## src/rtl/fetch_queue_if.sv

```systemverilog
// fetch_queue_if: ROM and decode bus of the instruction fetch stage.
//   master: fetch side (drives ROM address/selects and decode outputs)
//   slave : environment side (ROM data, redirect, decode take)
//   rom_addr/rom_pc_1/rom_sel_mem_1/rom_sel_mem_0 : ROM address and bank selects
//   rom_ir_0/rom_ir_1   : halfwords at fetch_pc and fetch_pc+1
//   redirect_valid/pc   : branch/exception redirect
//   dec_take            : entries consumed by decode (0..2)
//   dec_count/instr/pc  : queue state presented to decode
interface fetch_queue_if;
  logic [13:0] rom_addr;
  logic        rom_pc_1;
  logic        rom_sel_mem_1;
  logic [1:0]  rom_sel_mem_0;
  logic [15:0] rom_ir_0;
  logic [15:0] rom_ir_1;
  logic        redirect_valid;
  logic [14:0] redirect_pc;
  logic [1:0]  dec_take;
  logic [2:0]  dec_count;
  logic [15:0] dec_instr_0;
  logic [15:0] dec_instr_1;
  logic [14:0] dec_pc_0;

  modport master (
    output rom_addr, rom_pc_1, rom_sel_mem_1, rom_sel_mem_0,
    output dec_count, dec_instr_0, dec_instr_1, dec_pc_0,
    input  rom_ir_0, rom_ir_1, redirect_valid, redirect_pc, dec_take
  );

  modport slave (
    input  rom_addr, rom_pc_1, rom_sel_mem_1, rom_sel_mem_0,
    input  dec_count, dec_instr_0, dec_instr_1, dec_pc_0,
    output rom_ir_0, rom_ir_1, redirect_valid, redirect_pc, dec_take
  );
endinterface

```

## src/rtl/fetch_queue.sv

```systemverilog
// fetch_queue: instruction fetch stage. Owns the halfword fetch PC, drives the
// banked program ROM, and buffers returned halfwords in an in-order queue of
// QDEPTH 16-bit entries presented to decode (up to two per cycle).
// Ports:
//   clk, rst_n : core clock, asynchronous active-low reset
//   bus        : fetch_queue_if.master (ROM interface + decode interface)
//   fetch_empty_cnt (only with FETCH_EMPTY_CNT_EN defined): saturating count
//                of cycles spent with an empty queue
// Optional feature macro: FETCH_EMPTY_CNT_EN
module fetch_queue #(
  parameter int          QDEPTH   = 4,
  parameter logic [14:0] RESET_PC = 15'h0000
) (
  input  logic          clk,
  input  logic          rst_n,
  fetch_queue_if.master bus
`ifdef FETCH_EMPTY_CNT_EN
  ,
  output logic [15:0]   fetch_empty_cnt
`endif
);
  localparam int PW = $clog2(QDEPTH);
  localparam int CW = PW + 1;

  logic [14:0]              fetch_pc, head_pc;
  logic [PW-1:0]            head, tail;
  logic [CW-1:0]            count, take_eff;
  logic [CW:0]              space;
  logic                     fetch_en;
  logic [QDEPTH-1:0][15:0]  mem;

  // Free space counts entries decode drains this same cycle.
  always_comb begin
    take_eff = (CW'(bus.dec_take) > count) ? count : CW'(bus.dec_take);
    space    = (CW+1)'(QDEPTH) - {1'b0, count} + {1'b0, take_eff};
    fetch_en = (space >= (CW+1)'(2)) && !bus.redirect_valid;
  end

  // ROM is addressed straight from the PC register; bank selects follow parity.
  assign bus.rom_addr      = fetch_pc[14:1];
  assign bus.rom_pc_1      = fetch_pc[0];
  assign bus.rom_sel_mem_1 = ~fetch_pc[0];
  assign bus.rom_sel_mem_0 = fetch_pc[0] ? 2'd2 : 2'd0;

  assign bus.dec_count   = 3'(count);
  assign bus.dec_instr_0 = mem[head];
  assign bus.dec_instr_1 = mem[head + PW'(1)];
  assign bus.dec_pc_0    = head_pc;

  always_ff @(posedge clk or negedge rst_n) begin
    if (!rst_n) begin
      fetch_pc <= RESET_PC;
      head_pc  <= RESET_PC;
      head     <= '0;
      tail     <= '0;
      count    <= '0;
      mem      <= '0;
    end else if (bus.redirect_valid) begin
      // Flush; take and fetch are both dropped this cycle.
      fetch_pc <= bus.redirect_pc;
      head_pc  <= bus.redirect_pc;
      head     <= '0;
      tail     <= '0;
      count    <= '0;
    end else begin
      head  <= head + PW'(take_eff);
      count <= count - take_eff + (fetch_en ? CW'(2) : CW'(0));
      // An empty queue has no head entry to track; the next one fetched is fetch_pc.
      if (fetch_en && count == '0) head_pc <= fetch_pc;
      else                         head_pc <= head_pc + 15'(take_eff);
      if (fetch_en) begin
        mem[tail]          <= bus.rom_ir_0;
        mem[tail + PW'(1)] <= bus.rom_ir_1;
        tail               <= tail + PW'(2);
        fetch_pc           <= fetch_pc + 15'd2;
      end
    end
  end

`ifdef FETCH_EMPTY_CNT_EN
  always_ff @(posedge clk or negedge rst_n) begin
    if (!rst_n)                                        fetch_empty_cnt <= '0;
    else if (count == '0 && fetch_empty_cnt != 16'hFFFF) fetch_empty_cnt <= fetch_empty_cnt + 16'd1;
  end
`endif
endmodule

```

## src/flat_wrapper.sv

```systemverilog
// flat-port wrapper written by rule: the top's interface ports become plain ports
module fetch_queue_flat 
#(
  parameter int          QDEPTH   = 4,
  parameter logic [14:0] RESET_PC = 15'h0000
)
  (clk, rst_n, bus_rom_addr, bus_rom_pc_1, bus_rom_sel_mem_1, bus_rom_sel_mem_0, bus_dec_count, bus_dec_instr_0, bus_dec_instr_1, bus_dec_pc_0, bus_rom_ir_0, bus_rom_ir_1, bus_redirect_valid, bus_redirect_pc, bus_dec_take);
  fetch_queue_if bus_i ();
  input  logic clk;
  input  logic rst_n;
  output wire logic [$bits(bus_i.rom_addr)-1:0] bus_rom_addr;
  output wire logic [$bits(bus_i.rom_pc_1)-1:0] bus_rom_pc_1;
  output wire logic [$bits(bus_i.rom_sel_mem_1)-1:0] bus_rom_sel_mem_1;
  output wire logic [$bits(bus_i.rom_sel_mem_0)-1:0] bus_rom_sel_mem_0;
  output wire logic [$bits(bus_i.dec_count)-1:0] bus_dec_count;
  output wire logic [$bits(bus_i.dec_instr_0)-1:0] bus_dec_instr_0;
  output wire logic [$bits(bus_i.dec_instr_1)-1:0] bus_dec_instr_1;
  output wire logic [$bits(bus_i.dec_pc_0)-1:0] bus_dec_pc_0;
  input wire logic [$bits(bus_i.rom_ir_0)-1:0] bus_rom_ir_0;
  input wire logic [$bits(bus_i.rom_ir_1)-1:0] bus_rom_ir_1;
  input wire logic [$bits(bus_i.redirect_valid)-1:0] bus_redirect_valid;
  input wire logic [$bits(bus_i.redirect_pc)-1:0] bus_redirect_pc;
  input wire logic [$bits(bus_i.dec_take)-1:0] bus_dec_take;
  assign bus_rom_addr = bus_i.rom_addr;
  assign bus_rom_pc_1 = bus_i.rom_pc_1;
  assign bus_rom_sel_mem_1 = bus_i.rom_sel_mem_1;
  assign bus_rom_sel_mem_0 = bus_i.rom_sel_mem_0;
  assign bus_dec_count = bus_i.dec_count;
  assign bus_dec_instr_0 = bus_i.dec_instr_0;
  assign bus_dec_instr_1 = bus_i.dec_instr_1;
  assign bus_dec_pc_0 = bus_i.dec_pc_0;
  assign bus_i.rom_ir_0 = bus_rom_ir_0;
  assign bus_i.rom_ir_1 = bus_rom_ir_1;
  assign bus_i.redirect_valid = bus_redirect_valid;
  assign bus_i.redirect_pc = bus_redirect_pc;
  assign bus_i.dec_take = bus_dec_take;
  fetch_queue #(.QDEPTH(QDEPTH), .RESET_PC(RESET_PC)) u_core (.clk(clk), .rst_n(rst_n), .bus(bus_i));
endmodule
```

## config.mk

```make
export PLATFORM = sky130hd
export DESIGN_NAME = fetch_queue_flat
export DESIGN_NICKNAME = d
export VERILOG_FILES = /design/src/rtl/fetch_queue_if.sv /design/src/rtl/fetch_queue.sv /design/src/flat_wrapper.sv
export SDC_FILE = /design/constraint.sdc
export NUM_CORES = 1
export LEC_CHECK = 0
export CAP_MARGIN = 5
export CORE_MARGIN = 4
export CORE_UTILIZATION = 55
export DETAILED_ROUTE_END_ITERATION = 16
export PLACE_DENSITY_LB_ADDON = 0.25
export SYNTH_ARGS = -nofsm -noshare
export SYNTH_HDL_FRONTEND = slang
export SYNTH_SLANG_ARGS = --single-unit
```

## constraint.sdc

```tcl
create_clock -name clk -period 10.1 [get_ports clk]
set_input_delay 2.02 -clock clk [delete_from_list [all_inputs] [get_ports clk]]
set_output_delay 2.02 -clock clk [all_outputs]
set_load 0.1 [all_outputs]
```

==> metrics.log, run 1 <==
[metrics] run status: complete, no violations
[metrics] port buffer count: 118
[metrics] number of enable-type register cells in the synthesized netlist: 0
[metrics] Yosys top cell area share: between 40% and 50%
[metrics] depth of the CTS H-tree: 3
[metrics] data required time at the worst endpoint: between 10 and 15 ns
[metrics] placed cell count: 643
[metrics] Async S/R FF share, synth: 100%
[metrics] total clock buffers created by CTS: 9
[metrics] Netlist cell types: 44
[metrics] HPWL after detailed placement: 8.82 mm
[metrics] Routed WL: 12.2 mm
[metrics] count of buffers added by post-CTS timing repair for setup: 0
[metrics] root buffer cell: clkbuf_8
[metrics] Crit Path Max Fanout: 32
[metrics] overall routing resource usage: about 22%
[metrics] antenna violations before repair: 0
[metrics] die footprint: approximately 12000 um^2
[metrics] routed via count: ~3800
[metrics] clock tree from TritonCTS: yes
[metrics] class of the worst hold path: flop to flop
[metrics] Reg clk slew, reported paths: about 0.090 ns
[metrics] routability-driven placement congestion ratio: about 0.86
[metrics] pin count of the biggest net entering global routing: between 50 and 60
[metrics] # nets final: ~600
[metrics] number of storage elements in the synthesis netlist: 100
[metrics] clock skew after layout: 0.0168 ns
[metrics] final setup violation count: 0
[metrics] number of iterations in the first detailed-routing pass: 4
[metrics] final-report hold violation count: 0
[metrics] post-detailed-route DRC marker count: 0
[metrics] number of slew-limit violations in the final report: 0
[metrics] row count: 36
[metrics] post-synthesis cell count: about 400
[metrics] starting density of the core: 56.5%
[metrics] tightest slew margin relative to the limit: 30.4%
[metrics] adder-cell share of the synthesized area: 3.80%
[metrics] worst hold path depth: 1
[metrics] top-level port count: 120
[metrics] fmax: 164 MHz
[metrics] register area: 2500 um^2
[metrics] clock insertion delay at the later pin of the skew report: approximately 0.36 ns
[metrics] wire length of the first global-routing pass: 20.3 mm
[metrics] hold path start: u_core.mem[50]
[metrics] startpoint type of the worst setup path: primary input
[metrics] largest area contributor in the synthesized netlist: dfrtp_1
[metrics] Max-cap violations: 0
[metrics] core box area: 9770 um^2
[metrics] Filler Cell Count: slightly above 700
[metrics] share of final-layout standard cells stronger than drive strength 1: 23.6%
[metrics] number of warnings printed during yosys synthesis: 0
[metrics] count of antenna-violating nets left after detailed routing: 0
[metrics] most used flip-flop cell after synthesis: dfrtp_1
[metrics] launching point of the worst reg2reg path: u_core.bus.dec_count[1]
[metrics] via density per instance: 5.72
[metrics] sum of negative setup slack: 0 ns
[metrics] crit path DAT: approximately 6.3 ns
[metrics] Tcrit/Tclk final: 60.4%
[metrics] Synth Area in Simple Gates: 6.45%
[metrics] worst reg2reg setup slack: 5.56 ns
[metrics] combinational family with the most area after synthesis: multiplexers
[metrics] Die Width: 108 um
[metrics] Placed Area: just under 7000 um^2
[metrics] total non-filler cell area in the finished layout: 6940 um^2
[metrics] grt ovf: 0
[metrics] area of the mapped netlist: about 5500 um^2
[metrics] number of global-route vias before repair: around 4000
[metrics] most frequent cells in the layout: 117 x clkdlybuf4s50_1, 99 x dfrtp_1, 36 x mux2_2, 32 x mux4_2, 30 x mux2_4
[metrics] Layout Area Growth over Synthesis: 25.5%
[metrics] Avg Inst Size Synth: 13.4 um^2
[metrics] multi-input combinational cell area: ~2800 um^2
[metrics] hold worst-path end: u_core.mem[50]
[metrics] post-CTS resize count: 0
[metrics] area fraction in compound gates after synthesis: 5.30%
[metrics] multiplexer share of the synthesized area: approximately 30%
[metrics] buffers from clock root to sink, at most: 2
[metrics] mean routed wirelength per cell: 18.5 um
[metrics] sequential fraction of the synthesis area: 45.3%
[metrics] unrepaired setup endpoints after global routing: no
[metrics] leading cell type in the layout, fill and taps excluded: clkdlybuf4s50_1
[metrics] Worst R2R End: u_core.mem[19]
[metrics] post-synthesis xor/xnor area fraction: under 10%
[metrics] number of hold buffers added after cts: 0
[metrics] WS Path Type: primary input to flop
[metrics] die height: 108 um
[metrics] DRT iter0 DRCs: 167
[metrics] Worst setup EP type: flop
[metrics] Finished Layout Cells: ~660
[metrics] Least-Margin Pin Slew: around 1.0 ns
[metrics] shortest period the worst path allows: just over 6 ns
[metrics] Clock Sink Count: 100
[metrics] main area contributors after synthesis: dfrtp_1 45%, mux4_2 13%, mux2_4 8.2%
[metrics] number of antenna repair diodes: 0
[metrics] cell count of the worst reg-to-reg path: 14
[synth_stat cells, drive strengths merged (2+ instances only)]
library cell / count
xor2: 12
buf: 13
o21ai: 21
nand3: 8
nor2: 15
and4: 2
nand2b: 4
and3: 5
a21o: 3
a21oi: 13
nand2: 18
dfrtp: 100
inv: 15
clkbuf: 10
nor3: 2
mux4: 32
o22ai: 4
ha: 12
fa: 3
mux2i: 8
nor2b: 5
mux2: 66
xnor2: 20
nand4: 4
a21boi: 3
[how the worst max path moves through the flow]
| stage | start | end | slack [ns] |
|---|---|---|---|
| 6_report | bus_dec_take[1] | u_core.mem[19] | 4.00 |
| 3_3_place_gp | bus_dec_take[1] | u_core.mem[17] | 3.74 |
| 2_1_floorplan | bus_dec_take[1] | u_core.bus.dec_count[2] | 4.45 |
| 4_1_cts | bus_dec_take[1] | u_core.mem[31] | 3.96 |
| 5_1_grt | bus_dec_take[0] | u_core.mem[31] | 3.73 |
| 3_5_place_dp | bus_dec_take[1] | u_core.mem[31] | 3.61 |
[state kept, by name (all words and copies together) (netlist names)]
signal	flops
u_core.head	2
u_core.bus.dec_pc_0	15
u_core.mem	64
u_core.fetch_pc	15
u_core.bus.dec_count	3
u_core.tail	1
[logic make-up after synthesis]
logic type / after synthesis
AO/OA/AOI/OAI: 50
multiplexers: 106
adder cells (fa/ha/maj): 15
buffers and inverters: 38
XOR/XNOR: 32
flip-flops: 100
AND/OR/NAND/NOR: 69
other: 1
[per-layer routing]
| layer | track usage, % | wire [um] | up-vias |
|---|---|---|---|
| met5 | 0 | 0 | - |
| met4 | 5.32 | 140 | 0 |
| met3 | 5.49 | 843 | 14 |
| met2 | 36.5 | 6060 | 141 |
| met1 | 30.3 | 5130 | 1895 |
| li1 | - | - | 1717 |
[critical path, cell delays in order]
cell and delay (ns):
clkdlybuf4s50_1 0.43, ha_1 0.32, nor2b_1 0.13, o21ai_0 0.29, mux2_2 0.46, ha_1 0.29
ha_1 0.19, inv_1 0.06, fa_1 0.42, and2b_2 0.23, nand2_2 0.17, nand2_1 0.15
nor2_4 0.73, mux2_2 0.42
[cell type report]
type                    instances  area share [%]
multi-input cells             274            40.5
clock inverters                 5           0.866
inverters                      15           0.812
clock buffers                  10            1.98
well taps                     133            2.40
repair buffers                121            17.3
flip-flops and latches        100            36.1
[stage by stage]
stage | worst slack, ns | hold WS, ns | util, %
2_1_floorplan | 4.45 | 0.492 | -
6_report | 4.00 | 0.539 | 71.0
3_5_place_dp | 3.61 | 0.513 | 68.9
3_3_place_gp | 3.74 | 0.503 | 68.9
4_1_cts | 3.96 | 0.540 | 71.0
5_1_grt | 3.73 | 0.564 | 71.0
Power of run 1 is not shown: default switching activity piles up to over one toggle a cycle in this logic, so the estimate is an artifact.
==> inputs of run 2 (changes only) <==
--- a/config.mk
+++ b/config.mk
@@ -7,7 +7,7 @@
 export LEC_CHECK = 0
 export CAP_MARGIN = 5
 export CORE_MARGIN = 4
-export CORE_UTILIZATION = 55
+export CORE_UTILIZATION = 51
 export DETAILED_ROUTE_END_ITERATION = 16
 export PLACE_DENSITY_LB_ADDON = 0.25
 export SYNTH_ARGS = -nofsm -noshare
==> constraint.sdc (replaced) <==
create_clock -name clk -period 5.9 [get_ports clk]
set_input_delay 1.18 -clock clk [delete_from_list [all_inputs] [get_ports clk]]
set_output_delay 1.18 -clock clk [all_outputs]
set_load 0.1 [all_outputs]
==> metrics.log, run 2 (synthesis results as in run 1) <==
[metrics] clock skew after layout: 0.00968 ns (-0.00715 ns)
[metrics] Largest delay share family, worst path: adder cells
[metrics] routability-driven placement congestion ratio: 0.835 (-2.9%)
[metrics] WS Path Type: primary input to flop
[metrics] Clock Sink Count: 100 (unchanged)
[metrics] most frequent cells in the layout: 117 x clkdlybuf4s50_1, 99 x dfrtp_1, 36 x mux2_2, 32 x mux4_2, 30 x mux2_4
[metrics] number of antenna repair diodes: 0 (unchanged)
[metrics] clock tree from TritonCTS: yes
[metrics] DRT iter0 DRCs: 237 (+42%)
[metrics] sum of negative setup slack: 0 ns (unchanged)
[metrics] count of antenna-violating nets left after detailed routing: 0 (unchanged)
[metrics] antenna violations before repair: 0 (unchanged)
[metrics] Reg with most FFs: u_core.mem
[metrics] flip-flop count of the largest register, all copies and words added: 64 (unchanged)
[metrics] number of hold buffers added after cts: 0 (unchanged)
[metrics] Layout Area Growth over Synthesis: 26.3%
[metrics] # nets final: 591 (+0.51%)
[metrics] die height: 112 um (+3.6%)
[metrics] routed via count: 3781 (+0.37%)
[metrics] Max-cap violations: 0 (unchanged)
[metrics] pin count of the biggest net entering global routing: 59 (+11%)
[metrics] depth of the CTS H-tree: 3 (unchanged)
[metrics] mean routed wirelength per cell: 18.6 um (+0.62%)
[metrics] run status: complete, no violations
[metrics] Buf/Inv on CP: 3 (+1)
[metrics] Tcrit/Tclk final: 89.1%
[metrics] crit path DAT: 5.51 ns (-0.83 ns)
[metrics] shortest period the worst path allows: roughly 5.3 ns
[metrics] post-CTS resize count: 0 (unchanged)
[metrics] unrepaired setup endpoints after global routing: no
[metrics] final-report hold violation count: 0 (unchanged)
[metrics] root buffer cell: clkbuf_8
[metrics] class of the worst hold path: flop to flop
[metrics] row count: 37 (+2.8%)
[metrics] total clock buffers created by CTS: 9 (unchanged)
[metrics] Routed WL: 12.4 mm (+1.7%)
[metrics] CP Cell Sequence: clkdlybuf4s50_1, ha_1, nor2b_1, o21ai_0, mux2_2, ha_1, ha_1, inv_1, fa_1, and2b_2, nand2_2, nand2_1, fa_1, inv_1, ha_1, xnor2_1, xnor2_1, nor2_1
[metrics] top-level port count: 120 (unchanged)
[metrics] Least-Margin Pin Slew: 1.06 ns (+0.0118 ns)
[metrics] Crit Path Max Fanout: 8 (-75%)
[metrics] number of global-route vias before repair: 3961 (-0.73%)
[metrics] Worst setup EP type: flop
[metrics] number of slew-limit violations in the final report: 0 (unchanged)
[metrics] post-detailed-route DRC marker count: 0 (unchanged)
[metrics] Placed Area: 6780 um^2 (+0.58%)
[metrics] data required time at the worst endpoint: 6.15 ns (-4.19 ns)
[metrics] count of buffers added by post-CTS timing repair for setup: 0 (unchanged)
[metrics] delay of the slowest cell on the worst path: 0.52 ns (-0.21 ns)
[metrics] startpoint type of the worst setup path: primary input
[metrics] library cell contributing the largest single delay on the critical path: fa_1
[metrics] clock insertion delay at the later pin of the skew report: 0.38 ns (+0.02 ns)
[metrics] core box area: 10400 um^2 (+6.6%)
[metrics] overall routing resource usage: 20.5% (-1.8 points)
[metrics] total non-filler cell area in the finished layout: 6980 um^2 (+0.61%)
[metrics] Die Width: 112 um (+3.6%)
[metrics] final setup violation count: 0 (unchanged)
[metrics] fmax: approximately 190 MHz
[metrics] Reg clk slew, reported paths: 0.09 ns (about the same)
[metrics] multi-input combinational cell area: 2810 um^2 (unchanged)
[metrics] library cell appearing most often on the critical path: ha_1
[metrics] number of iterations in the first detailed-routing pass: 4 (unchanged)
[metrics] register area: 2500 um^2 (unchanged)
[metrics] wire length of the first global-routing pass: 20.6 mm (+1.4%)
[metrics] share of final-layout standard cells stronger than drive strength 1: 24.0% (+0.39 points)
[metrics] Filler Cell Count: 793 (+12%)
[metrics] via density per instance: 5.69 (-0.68%)
[metrics] buffers from clock root to sink, at most: 2 (unchanged)
[metrics] die footprint: 12600 um^2 (+7.3%)
[metrics] tightest slew margin relative to the limit: 29.6% (-0.79 points)
[metrics] starting density of the core: 53.0% (-3.5 points)
[metrics] HPWL after detailed placement: 8.90 mm (+0.91%)
[metrics] grt ovf: 0 (unchanged)
[metrics] port buffer count: 118 (unchanged)
[metrics] leading cell type in the layout, fill and taps excluded: clkdlybuf4s50_1
==> run 2: final cells by class <==
type | count | area share (%)
multi-input combinational | 274 | 40.3
tap | 136 | 2.44
timing repair buffer | 124 | 17.7
sequential | 100 | 35.9
clock inverter | 5 | 0.861
inverter | 15 | 0.807
clock buffer | 11 | 2.03
==> run 2: worst paths after layout <==
check | slack, ns | depth (start not counted) | startpoint | end
hold / removal | 0.54 | 1 | u_core.mem[53] | u_core.mem[53]
hold reg to reg | 0.54 | 1 | u_core.mem[53] | u_core.mem[53]
setup / recovery | 0.64 | 18 | bus_dec_take[1] | u_core.bus.dec_count[2]
setup reg to reg | 1.35 | 18 | u_core.bus.dec_count[1] | u_core.bus.dec_count[2]
min in group asynchronous | 0.80 | 1 | rst_n | u_core.mem[12]
max in group asynchronous | 3.95 | 2 | rst_n | u_core.mem[2]
==> run 2: per-layer routing <==
| metal | wire (um) | global-route usage [%] | up-vias |
|---|---|---|---|
| li1 | - | - | 1715 |
| met1 | 5430 | 27.6 | 1935 |
| met2 | 6110 | 33.7 | 115 |
| met3 | 674 | 4.64 | 16 |
| met4 | 170 | 5.69 | 0 |
| met5 | 0 | 0 | - |
==> run 2: worst reg2reg max path, cell delays in order (launching register included) <==
cell and delay (ns):
dfrtp_1 0.41, inv_1 0.16, ha_1 0.27, nor2b_1 0.14, o21ai_0 0.32, mux2_2 0.46, ha_1 0.29, ha_1 0.20
inv_1 0.07, fa_1 0.44, and2b_2 0.24, nand2_2 0.16, nand2_1 0.15, fa_1 0.52, inv_1 0.04, ha_1 0.20
xnor2_1 0.19, xnor2_1 0.14, nor2_1 0.05
==> run 2: per-stage QoR <==
stage	setup WS [ns]	instances	hold WS, ns	utilization [%]
after CTS	0.646	665	0.539	67.0
final	0.640	665	0.541	67.0
after floorplan	1.06	412	0.492	-
after global routing	0.414	665	0.553	67.0
after global placement	0.446	649	0.503	65.1
after detailed placement	0.235	649	0.516	65.1
Power of run 2 is left out for the same reason.
==> patch, RTL diff (config.mk and constraints of run 1) <==
`QDEPTH` is set to 4 in 2 places; all go to 8.
--- a/src/rtl/fetch_queue.sv
+++ b/src/rtl/fetch_queue.sv
@@ -10,3 +10,3 @@
 module fetch_queue #(
-  parameter int          QDEPTH   = 4,
+  parameter int          QDEPTH   = 8,
   parameter logic [14:0] RESET_PC = 15'h0000
--- a/src/flat_wrapper.sv
+++ b/src/flat_wrapper.sv
@@ -3,3 +3,3 @@
 #(
-  parameter int          QDEPTH   = 4,
+  parameter int          QDEPTH   = 8,
   parameter logic [14:0] RESET_PC = 15'h0000
Check against the original RTL: not equivalent (a bounded check fails within 4 cycles, from zero or initial values and one cycle with rst_n low).
==> patch against run 1 <==
Clock skew decreased by 0.0089 ns. Wire length increased by 95%. Sequential cell count increased by 67. Synthesized cell count increased by 120%. Fmax decreased by 11%. Cell area increased by 65%. Synthesized area increased by 74%. Worst hold slack got worse by 0.040 ns. Setup slack got worse by 0.78 ns. Utilization decreased by 4.6 points.
Power is left out: the tool's default activity adds up to more than one toggle a clock period on the data nets, which glitch-free logic cannot reach.
==> patch: results (changes against run 1) <==
\begin{tabular}{lr}
\hline
Metric & Value \\
\hline
\multicolumn{2}{l}{\textbf{Cells and area}} \\
Final-layout fill cell count & 1334 (was 709) \\
\multicolumn{2}{l}{\textbf{Placed design}} \\
Cell Count Post-Placement & 1205 (was 643) \\
Post-DP Area & 0.01085 mm2 (was 0.006739 mm2) \\
Weighted congestion reported at the end of routability-driven placement & 0.8200 (was 0.8604) \\
Post-Place Setup Slack & 2.732 ns (was 3.610 ns) \\
Post-DP HPWL & 15240 um (was 8821 um) \\
\multicolumn{2}{l}{\textbf{Synthesis}} \\
Leading cell types by total area after synthesis & sky130\_fd\_sc\_hd\_\_dfrtp\_1, sky130\_fd\_sc\_hd\_\_mux4\_2, sky130\_fd\_sc\_hd\_\_nand2\_1 (was sky130\_fd\_sc\_hd\_\_dfrtp\_1, sky130\_fd\_sc\_hd\_\_mux4\_2, sky130\_fd\_sc\_hd\_\_mux2\_4) \\
Gate Count Post-Synth & 917 (was 411) \\
Xor/xnor share of the synthesized area & 2.552\% (was 5.072\%) \\
Synth Area in Adders & 4.296\% (was 3.804\%) \\
Mux share of post-synthesis cell area & 21.77\% (was 29.98\%) \\
\multicolumn{2}{l}{\textbf{Detailed routing}} \\
Post-DR vias/cell & 5.946 (was 5.725) \\
Sum of routed wire segments on met1 & 10240 um (was 5130 um) \\
Top routing layer in use & met5 (was met4) \\
Post-DR wirelength/cell & 19.20 um (was 18.51 um) \\
\multicolumn{2}{l}{\textbf{Die}} \\
Core box area & 0.01724 mm2 (was 0.009774 mm2) \\
\multicolumn{2}{l}{\textbf{Worst setup path}} \\
Peak fanout along the critical path & 18 (was 32) \\
Cell with the largest stage delay on the worst path & sky130\_fd\_sc\_hd\_\_o21ai\_0 (was sky130\_fd\_sc\_hd\_\_nor2\_4) \\
Highest cell delay on the worst timing path & 0.67 ns (was 0.73 ns) \\
\multicolumn{2}{l}{\textbf{Clock tree}} \\
CTS root buffer & sky130\_fd\_sc\_hd\_\_clkbuf\_16 (was sky130\_fd\_sc\_hd\_\_clkbuf\_8) \\
Clock transition at the registers of the reported paths & 0.06 ns (was 0.09 ns) \\
Clock latency on the worst-skew pair & 0.42 ns (was 0.36 ns) \\
\multicolumn{2}{l}{\textbf{Global routing}} \\
Global-route wire length before repair & 39320 um (was 20350 um) \\
Via count of the first global-routing pass & 7601 (was 3990) \\
Maximum number of pins on one net before global-route repair & 104 (was 53) \\
Initial antenna violation count & 1 (was 0) \\
\multicolumn{2}{l}{\textbf{Status}} \\
Outcome & finished clean (unchanged) \\
\hline
\end{tabular}
==> patch: cell count changes after synthesis, sizes merged, moves of 5 or more <==
cell | before | now
buf | 13 | 37
clkbuf | 10 | 32
nand4 | 4 | 15
mux4 | 32 | 64
nand3 | 8 | 20
dfrtp | 100 | 167
inv | 15 | 21
a221o | 0 | 5
mux2 | 66 | 48
a21oi | 13 | 4
nand2 | 18 | 245
and2 | 1 | 7
ha | 12 | 25
o21ai | 21 | 129
==> patch: final cells by class <==
cell class	count	area (um2)	share of cell area, %
timing repair buffer	131	1280	11.18
clock buffer	19	452.9	3.957
multi-input combinational	661	5026	43.91
tap	225	281.5	2.459
clock inverter	13	145.1	1.268
sequential	167	4183	36.54
inverter	21	78.83	0.6886
==> patch: final timing paths <==
kind                              endpoint  cells after the start            start
hold / removal              u_core.mem[56]                      2   u_core.mem[56]
setup reg to reg           u_core.count[3]                     20  u_core.count[1]
max in group asynchronous   u_core.head[2]                      2            rst_n
setup / recovery           u_core.count[3]                     21  bus_dec_take[0]
min in group asynchronous   u_core.mem[92]                      1            rst_n
hold reg to reg             u_core.mem[56]                      2   u_core.mem[56]
==> patch: routing by layer <==
metal  track usage, %  up-vias
li1                 -     3382
met5                0        -
met4            6.731        2
met1            33.97     3687
met2            41.51      252
met3            5.326       32
==> patch: logic make-up after synthesis <==
group,Yosys count
AO/OA/AOI/OAI,154
XOR/XNOR,28
adder cells (fa/ha/maj),30
buffers and inverters,90
flip-flops,167
multiplexers,123
other,1
AND/OR/NAND/NOR,324
